==> src/rtl/truth_table_sweeper_pkg.sv <==
// Shared types and constants for the truth-table sweeper.
// Latency: n/a (declarations only).
// Backpressure: n/a.
package truth_table_sweeper_pkg;

   // Sweep sequencer states.
   typedef enum logic [1:0] {
      ST_IDLE = 2'd0,
      ST_RUN  = 2'd1,
      ST_DONE = 2'd2
   } sweep_state_t;

   // Default function-unit width and the matching number of input vectors.
   localparam int unsigned DEF_N_IN = 6;
   localparam int unsigned NUM_VEC  = 2 ** DEF_N_IN;

   // Settle down-counter width; SETTLE is limited to 0..15.
   localparam int unsigned SETTLE_W = 4;

   // Number of vectors swept for an n-input function unit.
   function automatic int unsigned vec_count(input int unsigned n);
      return 32'd1 << n;
   endfunction

endpackage

==> src/rtl/truth_table_sweeper_sweep_counter.sv <==
// Vector index counter plus per-vector settle down-counter for the sweeper.
// Latency: sample_now is combinational from the registered counters; vec advances one edge after a sample.
// Backpressure: run_en low freezes both counters (used to implement hold).
//
// Ports:
//   clk, rst_n   clock and asynchronous active-low reset
//   load         restart: vec <- 0, settle counter <- SETTLE
//   run_en       advance enable (RUN and not held)
//   park         return vec to 0 on leaving DONE
//   vec          current input vector
//   sample_now   y_in is to be captured on this edge
//   last_vec     vec is the final vector (all ones)
module truth_table_sweeper_sweep_counter
   import truth_table_sweeper_pkg::*;
#(
   parameter int N_IN   = 6,
   parameter int SETTLE = 0
) (
   input  logic            clk,
   input  logic            rst_n,
   input  logic            load,
   input  logic            run_en,
   input  logic            park,
   output logic [N_IN-1:0] vec,
   output logic            sample_now,
   output logic            last_vec
);

   localparam logic [SETTLE_W-1:0] SETTLE_LD = SETTLE_W'(SETTLE);

   logic [N_IN-1:0]     vec_q;
   logic [SETTLE_W-1:0] settle_q;

   assign vec        = vec_q;
   assign last_vec   = (vec_q == {N_IN{1'b1}});
   // A vector is sampled on the first un-held edge where its settle time has run out.
   assign sample_now = run_en && (settle_q == '0);

   always_ff @(posedge clk or negedge rst_n) begin
      if (!rst_n) begin
         vec_q    <= '0;
         settle_q <= '0;
      end else if (load) begin
         vec_q    <= '0;
         settle_q <= SETTLE_LD;
      end else if (park) begin
         vec_q    <= '0;
         settle_q <= '0;
      end else if (run_en) begin
         if (settle_q != '0) begin
            settle_q <= settle_q - 1'b1;
         end else if (!last_vec) begin
            vec_q    <= vec_q + 1'b1;
            settle_q <= SETTLE_LD;
         end
         // On the last vector vec_q is held rather than wrapping; the FSM
         // leaves RUN on this same edge.
      end
   end

endmodule

==> src/rtl/truth_table_sweeper.sv <==
// Exhaustive sweeper: drives every N_IN-bit vector into a function unit and records its truth table.
// Latency: start accepted at edge k -> last sample at edge k + 2**N_IN*(SETTLE+1), done high the cycle after.
// Backpressure: hold freezes the sweep in RUN (no advance, no sample); start ignored outside IDLE.
//
// Ports:
//   clk, rst_n   clock and asynchronous active-low reset
//   start        begin a sweep (accepted only in IDLE)
//   hold         freeze the sweep while high (RUN only)
//   vec_out      registered input vector to the function unit
//   y_in         function unit output, sampled synchronously
//   busy         high while sweeping
//   done         one-cycle pulse after the last sample
//   table_out    captured truth table, bit i = y for vector i
//   ones_count   number of vectors with y = 1
//   any_one      ones_count != 0
module truth_table_sweeper
   import truth_table_sweeper_pkg::*;
#(
   parameter int N_IN   = 6,
   parameter int SETTLE = 0
) (
   input  logic                   clk,
   input  logic                   rst_n,
   input  logic                   start,
   input  logic                   hold,
   output logic [N_IN-1:0]        vec_out,
   input  logic                   y_in,
   output logic                   busy,
   output logic                   done,
   output logic [(1<<N_IN)-1:0]   table_out,
   output logic [N_IN:0]          ones_count,
   output logic                   any_one
);

   localparam int unsigned N_VEC = vec_count(N_IN);

   sweep_state_t state_q, state_d;

   logic             accept;
   logic             run_en;
   logic             park;
   logic             sample_now;
   logic             last_vec;
   logic [N_IN-1:0]  vec;

   logic [N_VEC-1:0] table_q;
   logic [N_IN:0]    ones_q;

   assign accept = (state_q == ST_IDLE) && start;
   assign run_en = (state_q == ST_RUN) && !hold;
   assign park   = (state_q == ST_DONE);

   truth_table_sweeper_sweep_counter #(
      .N_IN   (N_IN),
      .SETTLE (SETTLE)
   ) u_sweep_counter (
      .clk        (clk),
      .rst_n      (rst_n),
      .load       (accept),
      .run_en     (run_en),
      .park       (park),
      .vec        (vec),
      .sample_now (sample_now),
      .last_vec   (last_vec)
   );

   // State register.
   always_ff @(posedge clk or negedge rst_n) begin
      if (!rst_n) begin
         state_q <= ST_IDLE;
      end else begin
         state_q <= state_d;
      end
   end

   // Next state and status outputs.
   always_comb begin
      state_d = state_q;
      busy    = 1'b0;
      done    = 1'b0;
      unique case (state_q)
         ST_IDLE: begin
            if (start) begin
               state_d = ST_RUN;
            end
         end
         ST_RUN: begin
            busy = 1'b1;
            if (sample_now && last_vec) begin
               state_d = ST_DONE;
            end
         end
         ST_DONE: begin
            done    = 1'b1;
            state_d = ST_IDLE;
         end
         default: begin
            state_d = ST_IDLE;
         end
      endcase
   end

   // Result capture: cleared on an accepted start, otherwise held until then.
   always_ff @(posedge clk or negedge rst_n) begin
      if (!rst_n) begin
         table_q <= '0;
         ones_q  <= '0;
      end else if (accept) begin
         table_q <= '0;
         ones_q  <= '0;
      end else if (sample_now) begin
         table_q[vec] <= y_in;
         ones_q       <= ones_q + {{N_IN{1'b0}}, y_in};
      end
   end

   assign vec_out    = vec;
   assign table_out  = table_q;
   assign ones_count = ones_q;
   assign any_one    = (ones_q != '0);

endmodule
==> config.mk <==
export PLATFORM = sky130hd
export DESIGN_NAME = truth_table_sweeper
export DESIGN_NICKNAME = d
export VERILOG_FILES = /design/src/rtl/truth_table_sweeper_pkg.sv /design/src/rtl/truth_table_sweeper_sweep_counter.sv /design/src/rtl/truth_table_sweeper.sv
export SDC_FILE = /design/constraint.sdc
export NUM_CORES = 1
export LEC_CHECK = 0
export ABC_AREA = 1
export CAP_MARGIN = 40
export CORE_UTILIZATION = 45
export CTS_CLUSTER_DIAMETER = 100
export CTS_CLUSTER_SIZE = 10
export DETAILED_ROUTE_END_ITERATION = 8
export PLACE_DENSITY = 0.7
export SLEW_MARGIN = 0
export SYNTH_ARGS = -nofsm -noshare
export SYNTH_HDL_FRONTEND = slang
export SYNTH_HIERARCHICAL = 1
export SYNTH_SLANG_ARGS = --single-unit
==> constraint.sdc <==
create_clock -name clk -period 2.6 [get_ports clk]
set_clock_uncertainty 0.1 [all_clocks]
set_input_delay 0.52 -clock clk [delete_from_list [all_inputs] [get_ports clk]]
set_output_delay 0.52 -clock clk [all_outputs]
set_load 0.01 [all_outputs]
==> metrics.md <==
| Metric | Value |
|---|---|
| Outcome | finished, final reports clean |
| WL per Instance | 13.28 um |
| Multi-input gate area | 1943 um^2 |
| Post-cts resize count | 0 |
| Initial DRC Count | 292 |
| DRC viols | 0 |
| Combinational share of power | 28.9% |
| Die span in x | 102.5 um |
| TritonCTS clock tree | yes |
| CP max stage cell | clkdlybuf4s50_1 |
| CTS H-tree depth | 3 |
| HP Class | input port to asynchronous set/reset pin |
| CTS Sinks | 83 |
| Sw frac | 33.88% |
| Sw power | 1.190 mW |
| Hold WS | 0.08831 ns |
| P_int | 2.322 mW |
| Die Ht | 102.5 um |
| CTS Hold Buffers Added | 0 |
| Via density | 4.897 |
| Max-slew violation count | 0 |
| Pwr Density | 613.3 nW/um^2 |
| Slew margin rel. | 57.76% |
| Area leader, netlist | dfrtp_1 |
| Critical path class | input port to flip-flop |
| Seq cells post-synth | 83 |
| Slew @ Worst Pin | 0.6337 ns |
| Period utilization | 85.64% |
| Top_reg_cell synth | dfrtp_1 |
| Gate Count Post-Synth | 633 |
| Dpl cells | 837 |
| M1 WL | 5084 um |
| Largest fanout on the critical path | 8 |
| RSZ-0062 raised after global routing | false |
| ANT nets after route | 0 |
| Part of the power in registers | 44.8% |
| Routability congestion estimate | 0.8107 |
| Vias in the first global route | 3958 |
| CTS max path bufs | 2 |
| WL met2 | 5270 um |
| Initial Util | 46.51% |
| Top sig layer | met4 |
| Cell variety after synth | 23 |
| Share of cells above drive strength 1 | 7.093% |
| Total global routing overflow | 0 |
| Routed wl met3 | 748 um |
| Peak Freq | 0.4491 GHz |
| Crit-path max cell delay | 0.40 ns |
| Top-count cell post-synth | nand2_1 |
| Post-synthesis sequential area ratio | 45.69% |
| Setup violators final | 0 |
| CP cell instances | clkdlybuf4s50_1 -> nor2_1 -> nand3_2 -> inv_1 -> nand2_1 -> nor2_2 -> nand2_1 -> o21a_1 |
| Net Count, Synth | 644 |
| Worst-path clk slew | 0.08 ns |
| Reg2reg start | state_q[1] |
| DP Wirelength | 7818 um |
| Syn avg cell area | 7.181 um^2 |
| CP arrival | 2.36 ns |
| Max cap viols | 0 |
| GRT Resource Usage Total | 23.16% |
| Setup Buffers After CTS | 0 |
| Row cnt | 36 |
| Initial antenna violation count | 0 |
| Top post-synthesis cells by area | dfrtp_1 46%, nand2_1 19%, nand3_1 8.7% |
| Final worst slack | 0.3734 ns |
| # nets final | 726 |
| FF-to-FF setup slack | 0.40 ns |
| Crit path launch type | input port |
| Asr flop ratio synth | 100.0% |
| Core area | 9774 um^2 |
| Clock latency on the worst-skew pair | 0.35 ns |
| Largest net degree at the start of global routing | 64 |
| TritonCTS Buffers | 9 |
| Setup TNS | 0 ns |
| Clock power share | 26.2% |
| I/O pin count | 85 |
| Synth cell count leaders | 227 x nand2_1, 105 x inv_1, 83 x dfrtp_1, 79 x nand3_1, 43 x o21ai_0 |
| DRT Pass-1 Iters | 5 |
| Worst EP required | 2.74 ns |
| Reg2reg end | table_out[63] |
| Dpl ws | 0.06039 ns |
| Flip-flop and latch area | 2077 um^2 |
| Antenna Cells | 0 |
| Crit path top cell by count | nand2_1 |
| Post-Route WL | 11320 um |
| Clock root cell | clkbuf_8 |
| Number of synthesized flops with an enable pin | 0 |
| Final hold vios | 0 |
| Synthesized cell area | 4546 um^2 |
| Peak supply drop | 0.0002448 V |
| Worst setup EP type | flip-flop |
| Area Overhead vs Synth | 25.98% |
| Synth top area share | 45.69% |
| First-pass GRT wire length | 18830 um |
| R2r worst-path depth | 9 |
| Synth warn | 6 |
| Final min period | 2.227 ns |
| Die area | 10510 um^2 |
| Vias | 4172 |
| Pleak | 3.075 nW |
| Post-layout total power | 3.512 mW |
| Filler cell count | 914 |
| Non-Filler Instances | 852 |
| # port buffers | 84 |
metal layers:
| layer | track usage, % | up-vias |
|---|---|---|
| met5 | 0 | - |
| met1 | 31.11 | 1910 |
| met3 | 4.407 | 21 |
| met2 | 37.33 | 130 |
| met4 | 8.571 | 0 |
| li1 | - | 2111 |
registers in the layout, indices dropped and copies added, names as in the netlist:
name	flops
u_sweep_counter/vec	6
u_sweep_counter/settle_q	4
table_out	64
ones_count	7
state_q	2
cell families after synthesis:
group	Yosys count	synth area share (%)
and+or+nand+nor	363	35.23
adders and majority gates	6	1.651
AOI/OAI and AO/OA	51	5.808
DFF	83	45.69
buffers and inverters	130	11.62
final cells by class:
type | count | area share [%]
sequential | 83 | 36.27
multi-input combinational | 420 | 33.93
timing repair buffer | 96 | 16.65
inverter | 105 | 6.882
tap | 133 | 2.906
clock buffer | 11 | 2.469
clock inverter | 4 | 0.8958
worst max-delay path by stage:
stage                     from       endpoint  slack, ns  cells after the start
floorplan                 hold   table_out[6]       0.75                     10
global placement          hold  table_out[55]       0.11                      8
detailed placement        hold  table_out[63]       0.06                      8
CTS                 state_q[0]           done       0.37                      3
global route        state_q[1]  table_out[63]       0.24                      9
finish                    hold  table_out[63]       0.37                      8
power groups by stage:
stage	logic [mW]	clock network, mW	registers, mW
finish	1.02	0.921	1.57
global route	1.16	0.994	1.60
CTS	1.02	0.941	1.58
detailed placement	1.02	0	1.60
global placement	0.999	0	1.60
floorplan	0.566	0	1.62
stage by stage:
step                      cell area, um^2  utilization (%)
after floorplan                      4546                -
after global placement               5534            56.62
after detailed placement             5534            56.62
after CTS                            5727            58.59
after global routing                 5727            58.59
final                                5727            58.59
cells in the final DEF, fill, tap and decap left out:
cell type / n
nand2_1: 226
inv_1: 105
clkdlybuf4s50_1: 83
dfrtp_1: 83
nand3_1: 79
o21ai_0: 43
nor2_1: 21
buf_4: 11
clkbuf_8: 10
nand4_1: 8
nand2_2: 7
nor2_4: 7
ha_1: 6
nor3_1: 5
nor2_2: 4
o21ai_1: 3
a21oi_1: 2
o21a_1: 2
buf_12: 2
nand3_2: 2
or2_2: 2
clkinvlp_4: 1
clkinv_4: 1
clkbuf_1: 1
clkinv_2: 1
bufinv_16: 1
nor2_8: 1
and3_1: 1
o21ai_2: 1
worst max-delay path, delay by kind of cell:
kind            cells  cell delay (ns)
buf+inv             2             0.56
compound gates      1             0.22
simple gates        5             1.06
No activity file was read; power rests on OpenSTA's default activity.
